$ cat config.mk
export PLATFORM = sky130hd
export DESIGN_NAME = alu_pipe_flat
export DESIGN_NICKNAME = d
export VERILOG_FILES = /design/src/rtl/alu_pipe_if.sv /design/src/rtl/alu_pipe.sv /design/src/flat_wrapper.sv
export SDC_FILE = /design/constraint.sdc
export NUM_CORES = 1
export LEC_CHECK = 0
export CORE_MARGIN = 4
export CORE_UTILIZATION = 50
export CTS_BUF_LIST = sky130_fd_sc_hd__clkbuf_4 sky130_fd_sc_hd__clkbuf_8
export CTS_CLUSTER_DIAMETER = 120
export DETAILED_ROUTE_END_ITERATION = 16
export MAX_ROUTING_LAYER = met4
export PLACE_DENSITY = 0.79
export SETUP_SLACK_MARGIN = 0.2
export SLEW_MARGIN = 20
export SYNTH_ARGS = -nofsm -noshare
export SYNTH_HDL_FRONTEND = slang
export SYNTH_SLANG_ARGS = --single-unit
$ cat constraint.sdc
create_clock -name clk -period 7.9 [get_ports clk]
set_input_delay 1.58 -clock clk [delete_from_list [all_inputs] [get_ports clk]]
set_output_delay 1.58 -clock clk [all_outputs]
set_load 0.01 [all_outputs]
$ cat src/rtl/alu_pipe_if.sv
// alu_pipe_if: operand, result and handshake bundle between an issue slot and its alu_pipe.
interface alu_pipe_if #(
    parameter int WIDTH = 32
);
    logic             in_valid;
    logic             in_ready;
    logic [WIDTH-1:0] alu_in1;
    logic [WIDTH-1:0] alu_in2;
    logic             alu_op;
    logic [4:0]       func;
    logic             i_carry;
    logic             out_valid;
    logic             out_ready;
    logic [WIDTH-1:0] alu_out;
    logic             carry;
    logic             overflow;
    logic             zero;
    logic             neg;
    logic             busy;

    modport master (
        output in_valid, alu_in1, alu_in2, alu_op, func, i_carry, out_ready,
        input  in_ready, out_valid, alu_out, carry, overflow, zero, neg, busy
    );

    modport slave (
        input  in_valid, alu_in1, alu_in2, alu_op, func, i_carry, out_ready,
        output in_ready, out_valid, alu_out, carry, overflow, zero, neg, busy
    );
endinterface

$ cat src/rtl/alu_pipe.sv
// alu_pipe: registered ALU (add/sub/shr/not) with an iterative shift-add multiply behind valid/ready.
module alu_pipe #(
    parameter int WIDTH = 32,
    parameter int CNT_W = $clog2(WIDTH) + 1
) (
    input logic       clk,
    input logic       rst_n,
    alu_pipe_if.slave bus
);
    localparam logic [4:0] F_SUB = 5'b00101;
    localparam logic [4:0] F_SHR = 5'b01001;
    localparam logic [4:0] F_NOT = 5'b00110;
    localparam logic [4:0] F_MUL = 5'b01010;

    typedef enum logic {IDLE, MUL} state_t;

    state_t             state_q, state_d;
    logic [WIDTH-1:0]   out_q, out_d, mplier_q, mplier_d;
    logic [2*WIDTH-1:0] acc_q, acc_d, mcand_q, mcand_d, acc_sum;
    logic [CNT_W-1:0]   cnt_q, cnt_d;
    logic               vld_q, vld_d, c_q, c_d, v_q, v_d, z_q, z_d, n_q, n_d;
    logic [WIDTH:0]     add_r, sub_r, shr_r;
    logic [WIDTH-1:0]   res;
    logic               res_c, res_v, accept;

    assign bus.in_ready  = rst_n && state_q == IDLE && (!vld_q || bus.out_ready);
    assign bus.busy      = state_q == MUL;
    assign bus.out_valid = vld_q;
    assign bus.alu_out   = out_q;
    assign bus.carry     = c_q;
    assign bus.overflow  = v_q;
    assign bus.zero      = z_q;
    assign bus.neg       = n_q;

    always_comb begin
        add_r = {1'b0, bus.alu_in1} + {1'b0, bus.alu_in2};
        sub_r = {1'b0, bus.alu_in2} - {1'b0, bus.alu_in1} - {{WIDTH{1'b0}}, bus.i_carry};
        // bit 0 of the widened shift is the last bit shifted out, 0 for in1=0 or in1>WIDTH
        shr_r = {bus.alu_in2, 1'b0} >> bus.alu_in1;
        res   = '0;
        res_c = 1'b0;
        res_v = 1'b0;
        if (!bus.alu_op) begin
            res   = add_r[WIDTH-1:0];
            res_c = add_r[WIDTH];
            res_v = bus.alu_in1[WIDTH-1] == bus.alu_in2[WIDTH-1] && res[WIDTH-1] != bus.alu_in1[WIDTH-1];
        end else if (bus.func == F_SUB) begin
            res   = sub_r[WIDTH-1:0];
            res_c = sub_r[WIDTH];
            res_v = bus.alu_in1[WIDTH-1] != bus.alu_in2[WIDTH-1] && res[WIDTH-1] != bus.alu_in2[WIDTH-1];
        end else if (bus.func == F_SHR) begin
            res   = shr_r[WIDTH:1];
            res_c = shr_r[0];
        end else if (bus.func == F_NOT) begin
            res   = ~bus.alu_in2;
        end
    end

    always_comb begin
        accept   = bus.in_valid && bus.in_ready;
        acc_sum  = acc_q + (mplier_q[0] ? mcand_q : '0);
        state_d  = state_q;
        out_d    = out_q;
        c_d      = c_q;
        v_d      = v_q;
        z_d      = z_q;
        n_d      = n_q;
        vld_d    = vld_q && !bus.out_ready;
        acc_d    = acc_q;
        mcand_d  = mcand_q;
        mplier_d = mplier_q;
        cnt_d    = cnt_q;
        if (accept && bus.alu_op && bus.func == F_MUL) begin
            acc_d    = '0;
            mcand_d  = {{WIDTH{1'b0}}, bus.alu_in1};
            mplier_d = bus.alu_in2;
            cnt_d    = CNT_W'(WIDTH);
            state_d  = MUL;
        end else if (accept) begin
            out_d = res;
            c_d   = res_c;
            v_d   = res_v;
            z_d   = res == '0;
            n_d   = res[WIDTH-1];
            vld_d = 1'b1;
        end else if (state_q == MUL) begin
            acc_d    = acc_sum;
            mcand_d  = mcand_q << 1;
            mplier_d = mplier_q >> 1;
            cnt_d    = cnt_q - CNT_W'(1);
            if (cnt_q == CNT_W'(1)) begin
                out_d   = acc_sum[WIDTH-1:0];
                c_d     = 1'b0;
                v_d     = |acc_sum[2*WIDTH-1:WIDTH];
                z_d     = acc_sum[WIDTH-1:0] == '0;
                n_d     = acc_sum[WIDTH-1];
                vld_d   = 1'b1;
                state_d = IDLE;
            end
        end
    end

    always_ff @(posedge clk or negedge rst_n) begin
        if (!rst_n) begin
            state_q  <= IDLE;
            out_q    <= '0;
            c_q      <= 1'b0;
            v_q      <= 1'b0;
            z_q      <= 1'b0;
            n_q      <= 1'b0;
            vld_q    <= 1'b0;
            acc_q    <= '0;
            mcand_q  <= '0;
            mplier_q <= '0;
            cnt_q    <= '0;
        end else begin
            state_q  <= state_d;
            out_q    <= out_d;
            c_q      <= c_d;
            v_q      <= v_d;
            z_q      <= z_d;
            n_q      <= n_d;
            vld_q    <= vld_d;
            acc_q    <= acc_d;
            mcand_q  <= mcand_d;
            mplier_q <= mplier_d;
            cnt_q    <= cnt_d;
        end
    end
endmodule

$ cat src/flat_wrapper.sv
// flat-port wrapper written by rule: the top's interface ports become plain ports
module alu_pipe_flat 
#(
    parameter int WIDTH = 32,
    parameter int CNT_W = $clog2(WIDTH) + 1
)
  (clk, rst_n, bus_in_valid, bus_alu_in1, bus_alu_in2, bus_alu_op, bus_func, bus_i_carry, bus_out_ready, bus_in_ready, bus_out_valid, bus_alu_out, bus_carry, bus_overflow, bus_zero, bus_neg, bus_busy);
  alu_pipe_if #(.WIDTH(WIDTH)) bus_i ();
  input logic clk;
  input logic rst_n;
  input wire logic [$bits(bus_i.in_valid)-1:0] bus_in_valid;
  input wire logic [$bits(bus_i.alu_in1)-1:0] bus_alu_in1;
  input wire logic [$bits(bus_i.alu_in2)-1:0] bus_alu_in2;
  input wire logic [$bits(bus_i.alu_op)-1:0] bus_alu_op;
  input wire logic [$bits(bus_i.func)-1:0] bus_func;
  input wire logic [$bits(bus_i.i_carry)-1:0] bus_i_carry;
  input wire logic [$bits(bus_i.out_ready)-1:0] bus_out_ready;
  output wire logic [$bits(bus_i.in_ready)-1:0] bus_in_ready;
  output wire logic [$bits(bus_i.out_valid)-1:0] bus_out_valid;
  output wire logic [$bits(bus_i.alu_out)-1:0] bus_alu_out;
  output wire logic [$bits(bus_i.carry)-1:0] bus_carry;
  output wire logic [$bits(bus_i.overflow)-1:0] bus_overflow;
  output wire logic [$bits(bus_i.zero)-1:0] bus_zero;
  output wire logic [$bits(bus_i.neg)-1:0] bus_neg;
  output wire logic [$bits(bus_i.busy)-1:0] bus_busy;
  assign bus_i.in_valid = bus_in_valid;
  assign bus_i.alu_in1 = bus_alu_in1;
  assign bus_i.alu_in2 = bus_alu_in2;
  assign bus_i.alu_op = bus_alu_op;
  assign bus_i.func = bus_func;
  assign bus_i.i_carry = bus_i_carry;
  assign bus_i.out_ready = bus_out_ready;
  assign bus_in_ready = bus_i.in_ready;
  assign bus_out_valid = bus_i.out_valid;
  assign bus_alu_out = bus_i.alu_out;
  assign bus_carry = bus_i.carry;
  assign bus_overflow = bus_i.overflow;
  assign bus_zero = bus_i.zero;
  assign bus_neg = bus_i.neg;
  assign bus_busy = bus_i.busy;
  alu_pipe #(.WIDTH(WIDTH), .CNT_W(CNT_W)) u_core (.clk(clk), .rst_n(rst_n), .bus(bus_i));
endmodule
======== Word-level counts from Yosys, hierarchy flattened ========
Index checks and enable logic that the tools add are counted.
word-level totals
  input port bits ......................... 75
  flip-flop bits (word level) ............. 204
  output and inout port bits .............. 39
  logic and storage cells ................. 94
cells by class
  bitwise operators ....................... 3
  shifts and indexed selects .............. 1
  equality and inequality tests ........... 10
  muxes and demuxes ....................... 45
  $add $sub $neg .......................... 5
  reductions and logical operators ........ 19
operators with widths
  kind                                               number
  2-to-1 mux 64 bit                                  7
  2-to-1 mux 32 bit                                  10
  adder 64 bit                                       1
  zero test 32 bit                                   2
  adder 32 x 32 -> 33 bit                            1
  right shift 33 x 32 -> 33 bit                      1
  subtractor 32 x 32 -> 33 bit                       1
  subtractor 33 x 1 -> 33 bit                        1
  NOT 32 bit                                         1
  OR reduction 32 bit                                1
  2-to-1 mux 1 bit                                   25
  2-to-1 mux 6 bit                                   3
  == test 5 x 3 -> 1 bit (second input constant)     2
  == test 5 x 4 -> 1 bit (second input constant)     2
  logical AND 1 bit                                  8
  == test 6 x 1 -> 1 bit (second input constant)     1
  nonzero test 2 bit                                 3
  subtractor 6 x 1 -> 6 bit (second input constant)  1
  inequality test 1 bit                              3
  AND reduction 3 bit                                1
  zero test 1 bit                                    2
  inequality test 2 bit (second input constant)      1
  NOT 1 bit                                          2
  AND reduction 2 bit                                1
  2 further kinds                                    2

======== Logic depth before layout (Yosys ltp) ========
Gate-level depths: netlist of run 1.
  depth after elaboration ................. 8
  depth in mapped cells ................... 21
  gate-level depth less buffers ........... 17

======== Worst setup path before layout of run 1 ========
Ideal clock, no wire load.
  kind .................................... input-to-reg
  start ................................... in bus_alu_in1[0]
  end ..................................... reg u_core.c_q, in the netlist u_core.bus.carry
  setup slack ............................. 1.897 ns
  arrival time ............................ 5.936 ns
  cell stages on the path ................. 19
  path buffers ............................ 4
  library setup time ...................... 0.067 ns
  data required time ...................... 7.833 ns
  cell sequence ........................... buf_2 -> buf_4 -> inv_1 -> buf_2 -> buf_2 -> fa_1 -> fa_1 -> nand2b_1 -> a2111oi_4 -> nor4b_1 -> o211ai_1 -> a21oi_1 -> o32ai_1 -> o21ai_0 -> o41ai_1 -> o21ai_0 -> or4_1 -> nand3_1 -> a32o_1
between the ends
  longest elaborated chain between the ends .. 5
  elaborated cells on any way between the ends .. 8
  those cells by class .................... add/sub: 3; shift: 1; mux: 4
ends and longest elaborated chain
  item                                                                           RTL line                        text
  start: declaration                                                             flat_wrapper.sv:12              input wire logic [$bits(bus_i.alu_in1)-1:0] bus_alu_in1;
  subtractor 32 x 32 -> 33 bit or right shift 33 x 32 -> 33 bit (tied branches)  alu_pipe.sv:37, alu_pipe.sv:39
  subtractor 33 x 1 -> 33 bit or 2-to-1 mux 1 bit (tied branches)                alu_pipe.sv:37, alu_pipe.sv:51
  2-to-1 mux 1 bit                                                               alu_pipe.sv:47                  end else if (bus.func == F_SUB) begin
  2-to-1 mux 1 bit (*)                                                           alu_pipe.sv:43                  if (!bus.alu_op) begin
  2-to-1 mux 1 bit (*)                                                           alu_pipe.sv:79                  end else if (accept) begin
  end signal: assignment                                                         alu_pipe.sv:107                 c_q <= 1'b0;
  end signal: assignment                                                         alu_pipe.sv:119                 c_q <= c_d;
  end: declaration                                                               alu_pipe.sv:21                  logic vld_q, vld_d, c_q, c_d, v_q, v_d, z_q, z_d, n_q, n_d;
Every way passes the cells marked *; elsewhere a longest branch is shown, timed or not.
A chain may end at the register's enable or synchronous reset.

======== Final worst setup path of run 1 ========
  start ................................... in bus_alu_in2[14]
  end ..................................... reg u_core.z_q, in the netlist u_core.bus.zero
between the ends
  longest elaborated chain between the ends .. 7
  elaborated cells on any way between the ends .. 11
  those cells by class .................... add/sub: 3; shift: 1; mux: 5; bitwise: 1; reduce/logical: 1
ends and longest elaborated chain
  item                                                                  RTL line            text
  start: declaration                                                    flat_wrapper.sv:13  input wire logic [$bits(bus_i.alu_in2)-1:0] bus_alu_in2;
  branches (longest 4 deep; another with subtractor 32 x 32 -> 33 bit)  n/a
  2-to-1 mux 32 bit (*)                                                 alu_pipe.sv:43
  zero test 32 bit (*)                                                  alu_pipe.sv:83      z_d = res == '0;
  2-to-1 mux 1 bit (*)                                                  alu_pipe.sv:79
  end signal: assignment                                                alu_pipe.sv:121     z_q <= z_d;
  end: declaration                                                      alu_pipe.sv:21
Every way passes the cells marked *.

==> results of run 1 <==
## sequential cells by signal, summed over array words and instances, names as in the netlist
register	count
u_core.bus.overflow	1
u_core.bus.carry	1
u_core.bus.out_valid	1
u_core.acc_q	64
u_core.bus.busy	1
u_core.cnt_q	6
u_core.bus.alu_out	32
u_core.bus.zero	1
u_core.mplier_q	32
u_core.mcand_q	64
## kinds of logic (layout without fill, tap and decap cells)
| kind of cell | after synthesis | in the layout | synth area share |
|---|---|---|---|
| AOI/OAI and AO/OA | 711 | 711 | 0.231 |
| muxes | 136 | 136 | 0.0966 |
| DFF | 203 | 203 | 0.263 |
| and+or+nand+nor | 828 | 828 | 0.198 |
| adders and majority gates | 163 | 163 | 0.107 |
| other | 0 | 1 | 0 |
| xor gates and xnor gates | 114 | 114 | 0.0517 |
| buffers and inverters | 259 | 336 | 0.0524 |
## per-layer routing
layer	GRT usage	vias to the layer above
li1	-	8796
met1	0.419	9058
met2	0.494	914
met3	0.0473	176
met4	0.138	0
met5	-	-
## power by group
group	total, mW	leakage [nW]	switching (mW)	internal [mW]
Sequential	1.55	2.66	0.217	1.33
Combinational	2.22	6.76	1.34	0.884
Clock	1.10	0.421	0.470	0.633
## area by class of cell
| class | count | area share |
|---|---|---|
| clock inverters | 4 | 0.00249 |
| multi-input cells | 1952 | 0.613 |
| clock buffers | 61 | 0.0348 |
| repair buffers | 144 | 0.0631 |
| flip-flops and latches | 203 | 0.235 |
| diodes | 1 | 0.000116 |
| well taps | 511 | 0.0296 |
| inverters | 127 | 0.0220 |
## critical path, cell delays in order
cell,delay (ps)
clkdlybuf4s50_1,810
inv_1,100
ha_1,350
inv_1,110
ha_1,370
a21o_1,200
a21o_1,190
a21oi_1,170
nand4_1,160
a31oi_1,530
o21ai_0,340
nand3_1,160
o31a_1,130
a21oi_1,60
o32ai_1,460
nor4b_2,380
nand4b_1,180
o211ai_2,180
## worst min-delay path by stage
stage	endpoint	slack [ps]	cells past startpoint
5_1_grt	u_core.bus.alu_out[25]	500	2
2_1_floorplan	u_core.acc_q[40]	460	2
6_report	u_core.bus.alu_out[16]	490	2
3_5_place_dp	u_core.bus.alu_out[16]	470	2
3_3_place_gp	u_core.bus.alu_out[27]	470	2
4_1_cts	u_core.bus.alu_out[16]	490	2
## layout by cell type, fill, tap and decap left out, drive strengths merged, types with 22 or more instances in the layout
| cell type | Yosys | final |
|---|---|---|
| xnor2 | 77 | 77 |
| a31oi | 36 | 36 |
| o21ai | 262 | 262 |
| mux2i | 92 | 92 |
| xor2 | 37 | 37 |
| a21oi | 157 | 157 |
| nand3 | 46 | 46 |
| and2 | 77 | 77 |
| nand2 | 360 | 360 |
| nor4 | 25 | 25 |
| a211oi | 22 | 22 |
| a21o | 41 | 41 |
| dfrtp | 203 | 203 |
| clkdlybuf4s50 | 0 | 109 |
| inv | 124 | 125 |
| nor2 | 155 | 155 |
| ha | 159 | 159 |
| clkbuf | 104 | 62 |
| buf | 28 | 34 |
| mux4 | 37 | 37 |
| nor3 | 48 | 48 |
| nand4 | 25 | 25 |
==> run_results.csv, run 1 <==
group,metric,value,unit
floorplan,fp.dieW,205,µm
timing,setup_viol,0,
detailed_routing,vias,18944,
detailed_routing,drtIter0Drc,1939,
clock_tree,cts_resized,0,
yosys,synth_async_sr_flop_share,1.00,
layout,seqCellArea,5080,µm²
hold_path,min_path_type,"flip-flop to flip-flop",
floorplan,rows,71,
layout,design_area,21600,µm²
placed_design,placedCellCount,2937,
clock_tree,cts-root-buf,"clkbuf_8",
timing,slew_viol_final,0,
critical_path,critical_path.reg2reg.startpoint,"u_core.mplier_q[0]",
layout,fill_cells,3512,
timing,grt_setup_unrepaired,"no",
detailed_routing,routed_wl,65900,µm
critical_path,path_class,"primary input to flip-flop",
critical_path,startpoint,"bus_alu_in2[14]",
layout,drive_gt1_frac,0.0646,
timing,period_needed,5960,ps
yosys,synth.area.top_cells,"dfrtp_1, ha_1, nand2_1",
layout,multi_input_area,13300,µm²
critical_path,cp_max_fo,10,
yosys,yosysMostFrequentCell,"nand2_1",
clock_tree,cts_buffers,38,
critical_path,r2r-end,"u_core.bus.overflow",
yosys,syn_inst,2414,
clock_tree,clockBufferDepth,3,
global_routing,antenna_found_initial,0,
detailed_routing,wl_met2,29700,µm
clock_tree,clock-sinks,203,
yosys,synth_flop_cell,"dfrtp_1",
placed_design,pre_cts_slack,1520,ps
critical_path,rr_worst_depth,16,
critical_path,crit_path_end_kind,"flip-flop",
timing,hold_slack,486,ps
global_routing,grt_max_degree,91,
floorplan,core,37900,µm²
clock_tree,cts_tree,"built",
clock_tree,ctsHtreeMaxLevel,2,
timing,setup_ws,1940,ps
placed_design,place_congestion,1.06,
floorplan,io_pins,114,
critical_path,startpoint_type,"primary input",
floorplan,die_h,205,µm
job,maxCapViolCount,0,
placed_design,placed_area,20800,µm²
layout,final_cells,3003,
yosys,synth_common_cells,"nand2_1, o21ai_0, dfrtp_1",
hold_path,hold_start,"u_core.bus.alu_out[16]",
floorplan,dieArea,41900,µm²
yosys,yosys_warnings,0,
clock_tree,path_clk_slew,50,ps
yosys,yosysTopAreaCell,"dfrtp_1",
timing,fin_skew,24.3,ps
pwr,vdd_ir_drop_max,123,µV
global_routing,grt_pass1_wl,103000,µm
status,outcome,"complete, no violations",
detailed_routing,dr.max_layer_used,"met4",
timing,timing.setup.tns,0,ps
clock_tree,hold_buffers,0,
detailed_routing,drt_pass1_iterations,6,
critical_path,crit_end,"u_core.bus.zero",
global_routing,grt_pass1_vias,18380,
yosys,yosys.area.top_type_share,0.263,
yosys,synth_cell_types,87,
pwr,power,4.88,mW
placed_design,io_buffers,113,
yosys,synthesis.area,19300,µm²
placed_design,dp_hpwl,49900,µm
critical_path,critPathRequiredTime,8420,ps
detailed_routing,via_per_inst,6.31,
detailed_routing,drt-met1-wl,27600,µm
detailed_routing,ant_nets,0,
critical_path,arrival,6480,ps
yosys,syn-num-nets,2652,
timing,hold_violations,0,
critical_path,ff2ff_setup_slack,2380,ps
timing,tightest_slew,1110,ps
detailed_routing,drc,0,
detailed_routing,avgRoutedWirePerCell,21.9,µm
floorplan,start_util,0.510,
yosys,syn_avg_cell_area,8.01,µm²
detailed_routing,wl_met3,5240,µm
clock_tree,post-cts-setup-buffers,0,
timing,fin_crit_sh,0.755,
layout,nets,2704,
yosys,synth-edff-count,0,
clock_tree,insertion_delay,600,ps
yosys,seq_area_frac_synth,0.263,
yosys,synth-seq-cells,203,
timing,relSlewSlack,0.248,
pwr,p_leak,9.84,nW
timing,fmax,168,MHz
global_routing,overflow,0,
global_routing,grt_usage,0.319,
layout,areaGrowthSynthToFinish,11.9,%
pwr,power_density,225,nW/µm²
layout,fin_util,0.570,
Power figures use the tool's default switching activity.
==> run 2: changes to the inputs <==
Clock period 7.9 ns to 6.1 ns, I/O delays scaled along.
==> run 2 against run 1 <==
Against the previous run: power is 29% higher; hold slack better by 0.88 ps; global-route usage is 0.24 points higher; sequential share of layout area is 0.32 points lower; final cell count is 1.4% higher; first-iteration DRC count is 8.6% higher; clock power is 25% higher; critical path depth is 1 lower.
==> run_results.csv, run 2 (synthesis results as in run 1) <==
group,metric,value,unit
status,outcome,"complete, no violations",
critical_path,r2r-end,"u_core.bus.overflow",
clock_tree,cts_buffers,37,
detailed_routing,drtIter0Drc,2106,
clock_tree,cts_tree,"built",
timing,fin_crit_sh,0.878,
floorplan,core,37900,µm²
critical_path,path_class,"primary input to flip-flop",
global_routing,grt_usage,0.321,
detailed_routing,routed_wl,67000,µm
floorplan,die_h,205,µm
global_routing,grt_pass1_wl,104000,µm
detailed_routing,drt_pass1_iterations,5,
clock_tree,hold_buffers,0,
global_routing,grt_max_degree,89,
critical_path,ff2ff_setup_slack,1160,ps
hold_path,hold_depth,2,
layout,multi_input_area,13300,µm²
floorplan,dieArea,41900,µm²
timing,fmax,187,MHz
clock_tree,insertion_delay,590,ps
detailed_routing,drc,0,
critical_path,arrival,5870,ps
layout,fill_cells,3540,
timing,hold_violations,0,
critical_path,startpoint_type,"primary input",
clock_tree,post-cts-setup-buffers,0,
layout,areaGrowthSynthToFinish,13.4,%
global_routing,antenna_found_initial,0,
critical_path,critPathRequiredTime,6610,ps
layout,final_cell_mix,"nand2_1, o21ai_0, dfrtp_1, ha_1, a21oi_1",
hold_path,hold_start,"u_core.bus.alu_out[24]",
layout,drive_gt1_frac,0.0805,
detailed_routing,ant_nets,0,
pwr,p_leak,10.0,nW
pwr,vdd_ir_drop_max,138,µV
clock_tree,cts-root-buf,"clkbuf_8",
job,maxCapViolCount,0,
layout,antenna_cells,0,
hold_path,hold_end,"u_core.bus.alu_out[24]",
critical_path,rr_worst_depth,15,
timing,relSlewSlack,0.290,
clock_tree,path_clk_slew,60,ps
layout,reg_top3,"u_core.acc_q (64), u_core.mcand_q (64)",
critical_path,critical_path.reg2reg.startpoint,"u_core.mplier_q[0]",
placed_design,place_congestion,1.08,
timing,tightest_slew,1060,ps
floorplan,start_util,0.510,
floorplan,io_pins,114,
detailed_routing,vias,19219,
floorplan,rows,71,
critical_path,crit_path_end_kind,"flip-flop",
clock_tree,ctsHtreeMaxLevel,2,
timing,fin_skew,28.8,ps
detailed_routing,avgRoutedWirePerCell,22.0,µm
layout,seqCellArea,5080,µm²
timing,period_needed,5360,ps
global_routing,overflow,0,
detailed_routing,via_per_inst,6.31,
floorplan,fp.dieW,205,µm
layout,design_area,21900,µm²
layout,nets,2748,
timing,timing.setup.tns,0,ps
pwr,power,6.30,mW
timing,grt_setup_unrepaired,"no",
clock_tree,cts_resized,0,
placed_design,io_buffers,113,
clock_tree,clockBufferDepth,3,
placed_design,placed_area,21200,µm²
critical_path,cp_max_fo,4,
layout,fin_util,0.578,
pwr,power_density,287,nW/µm²
placed_design,dp_hpwl,51000,µm
layout,final_common_cell,"nand2_1",
timing,slew_viol_final,0,
hold_path,min_path_type,"flip-flop to flip-flop",
timing,setup_viol,0,
clock_tree,clock-sinks,203,
global_routing,grt_pass1_vias,18863,
[run 2: layout make-up]
class / instances / share of cell area
Sequential cell: 203 / 0.232
Tap cell: 511 / 0.0292
Timing Repair Buffer: 189 / 0.0777
Inverter: 127 / 0.0217
Multi-Input combinational cell: 1952 / 0.605
Clock inverter: 7 / 0.00320
Clock buffer: 56 / 0.0317
[run 2: routing by layer]
metal,vias to the layer above,global-route usage,share of wire
met5,-,-,0
met4,0,0.156,0.058
met3,223,0.0635,0.092
met2,930,0.496,0.45
met1,9197,0.407,0.40
li1,8869,-,-
[run 2: through the flow]
stage	hold WS (ps)	instances	setup WS [ps]
2_1_floorplan	456	2414	457
3_3_place_gp	467	2982	272
3_5_place_dp	473	2982	263
4_1_cts	492	3045	862
5_1_grt	505	3045	541
6_report	487	3045	745
[run 2: how the worst max path moves through the flow]
stage	endpoint	start
3_3_place_gp	u_core.bus.carry	bus_i_carry
4_1_cts	u_core.bus.carry	bus_i_carry
2_1_floorplan	u_core.bus.carry	bus_alu_in1[0]
6_report	u_core.bus.carry	bus_i_carry
3_5_place_dp	u_core.bus.carry	bus_i_carry
5_1_grt	u_core.bus.carry	bus_i_carry
[run 2: worst max-delay path: stages]
cell and delay [ps]:
clkdlybuf4s50_1 460, inv_1 60, fa_1 470, fa_1 450, nand2b_1 230, a2111oi_4 470
nor4b_1 140, o211ai_1 260, a21oi_1 140, o32ai_1 460, o21ai_0 230, o41ai_1 300
buf_4 180, o21ai_0 100, or4_1 410, nand3_1 120, a32o_1 170
[run 2: power breakdown]
part | leakage, nW | switching (mW) | internal [mW] | total (mW)
registers | 2.66 | 0.280 | 1.73 | 2.01
logic | 6.98 | 1.75 | 1.17 | 2.92
clock network | 0.407 | 0.603 | 0.772 | 1.37
total | 10.0 | 2.63 | 3.67 | 6.30
==> run 3: changes to the inputs <==
Settings changed: CORE_MARGIN 4 to not set.
==> run 3 against run 2 <==
Against the previous run: sequential cell count stayed put; register-to-register slack better by 50 ps; global-route usage is 4.4 points higher; combinational power is 2% higher; final area is 1.2% higher; worst setup slack worse by 210 ps; die area is 5.8% lower; critical path depth is 1 higher; wire length is 5.8% higher; power is 2.9% higher; hold slack better by 2.4 ps; first-iteration DRC count is 11% lower; critical endpoint unchanged; largest power group unchanged; highest routed layer unchanged.
==> run_results.csv, run 3 (synthesis results as in run 1) <==
group,metric,value,unit
floorplan,io_pins,114,
job,maxCapViolCount,0,
detailed_routing,ant_nets,0,
pwr,power_density,292,nW/µm²
global_routing,overflow,0,
global_routing,grt_pass1_vias,18548,
critical_path,critPathRequiredTime,6620,ps
layout,antenna_cells,0,
layout,reg_top3,"u_core.acc_q (64), u_core.mcand_q (64)",
clock_tree,path_clk_slew,60,ps
critical_path,cp_max_fo,4,
timing,relSlewSlack,0.305,
timing,period_needed,5560,ps
timing,setup_viol,0,
hold_path,hold_end,"u_core.bus.alu_out[12]",
clock_tree,ctsHtreeMaxLevel,2,
pwr,power,6.48,mW
floorplan,rows,71,
detailed_routing,avgRoutedWirePerCell,23.1,µm
floorplan,fp.dieW,199,µm
global_routing,grt_max_degree,136,
hold_path,min_path_type,"flip-flop to flip-flop",
critical_path,crit_path_end_kind,"flip-flop",
timing,fmax,180,MHz
clock_tree,clock-sinks,203,
layout,design_area,22200,µm²
placed_design,io_buffers,113,
clock_tree,cts_resized,0,
critical_path,slowest_delay,580,ps
layout,final_common_cell,"nand2_1",
layout,final_cell_mix,"nand2_1, o21ai_0, dfrtp_1, ha_1, a21oi_1",
critical_path,path_buf_inv,4,
status,outcome,"complete, no violations",
critical_path,path_delay_family,"compound AO/OA/AOI/OAI gates",
layout,areaGrowthSynthToFinish,14.8,%
placed_design,placed_area,21300,µm²
clock_tree,cts_tree,"built",
critical_path,path_class,"primary input to flip-flop",
detailed_routing,vias,19388,
critical_path,r2r-end,"u_core.bus.overflow",
global_routing,grt_pass1_wl,107000,µm
timing,hold_violations,0,
timing,slew_viol_final,0,
floorplan,start_util,0.511,
timing,fin_skew,21.7,ps
timing,hold_slack,490,ps
hold_path,hold_depth,2,
layout,drive_gt1_frac,0.0902,
timing,fin_crit_sh,0.912,
global_routing,grt_usage,0.366,
clock_tree,cts-root-buf,"clkbuf_8",
timing,setup_ws,536,ps
critical_path,rr_worst_depth,16,
clock_tree,hold_buffers,0,
clock_tree,clockBufferDepth,3,
detailed_routing,drtIter0Drc,1877,
pwr,p_leak,10.2,nW
clock_tree,insertion_delay,590,ps
timing,tightest_slew,1040,ps
critical_path,arrival,6090,ps
critical_path,startpoint_type,"primary input",
detailed_routing,via_per_inst,6.31,
floorplan,die_h,199,µm
detailed_routing,drc,0,
clock_tree,post-cts-setup-buffers,0,
timing,timing.setup.tns,0,ps
hold_path,hold_start,"u_core.bus.alu_out[12]",
layout,nets,2770,
floorplan,core,37800,µm²
global_routing,antenna_found_initial,0,
critical_path,critical_path.reg2reg.startpoint,"u_core.mplier_q[0]",
critical_path,critPathSlowestCell,"o41ai_1",
timing,grt_setup_unrepaired,"no",
detailed_routing,routed_wl,70900,µm
floorplan,dieArea,39500,µm²
critical_path,ff2ff_setup_slack,1210,ps
placed_design,place_congestion,1.05,
critical_path,cp_cell_sequence,"clkdlybuf4s50_1 -> inv_1 -> fa_1 -> fa_1 -> nand2b_1 -> a2111oi_4 -> nor4b_1 -> o211ai_1 -> a21oi_1 -> o32ai_1 -> buf_4 -> o21ai_0 -> o41ai_1 -> buf_4 -> o21ai_0 -> or4_1 -> nand3_1 -> a32o_1",
detailed_routing,drt_pass1_iterations,6,
clock_tree,cts_buffers,38,
placed_design,dp_hpwl,55000,µm
placed_design,pre_cts_slack,-20.8,ps
pwr,vdd_ir_drop_max,140,µV
==> run 3: cell type report <==
cell class                      count  area [µm²]
Tap cell                          511         639
Sequential cell                   203        5080
Multi-Input combinational cell   1952       13300
Inverter                          127         477
Fill cell                        3510       15700
Clock inverter                      7        71.3
Clock buffer                       62         797
Timing Repair Buffer              210        1870
==> run 3: per-layer routing <==
metal / vias up / share of wire / global-route usage
li1: 8915 / - / -
met1: 9306 / 0.41 / 0.460
met2: 943 / 0.45 / 0.574
met3: 224 / 0.078 / 0.0517
met4: 0 / 0.056 / 0.183
met5: - / 0 / -
==> run 3: worst max path at each step <==
stage / from / end / slack [ps] / cells after the start
after global placement: bus_i_carry / u_core.bus.carry / 60 / 18
after floorplan: bus_alu_in1[0] / u_core.bus.carry / 460 / 19
final: bus_i_carry / u_core.bus.carry / 540 / 18
after CTS: bus_i_carry / u_core.bus.carry / 570 / 18
after global routing: bus_i_carry / u_core.bus.carry / 380 / 18
after detailed placement: bus_i_carry / u_core.bus.carry / -20 / 18
==> run 3: where the power goes <==
part	internal [mW]	switching, mW	total, mW
logic	1.18	1.80	2.98
registers	1.73	0.279	2.01
clock network	0.872	0.624	1.50
==> run 3: per-stage QoR <==
step,util,instances
6_report,0.586,3072
5_1_grt,0.586,3072
4_1_cts,0.586,3072
3_5_place_dp,0.563,3003
3_3_place_gp,0.563,3003
2_1_floorplan,-,2414
==> run 3: worst min-delay path, stage by stage, from the launching register on <==
cell	delay (ps)
dfrtp_1	350
nand2_1	50
o21ai_0	60
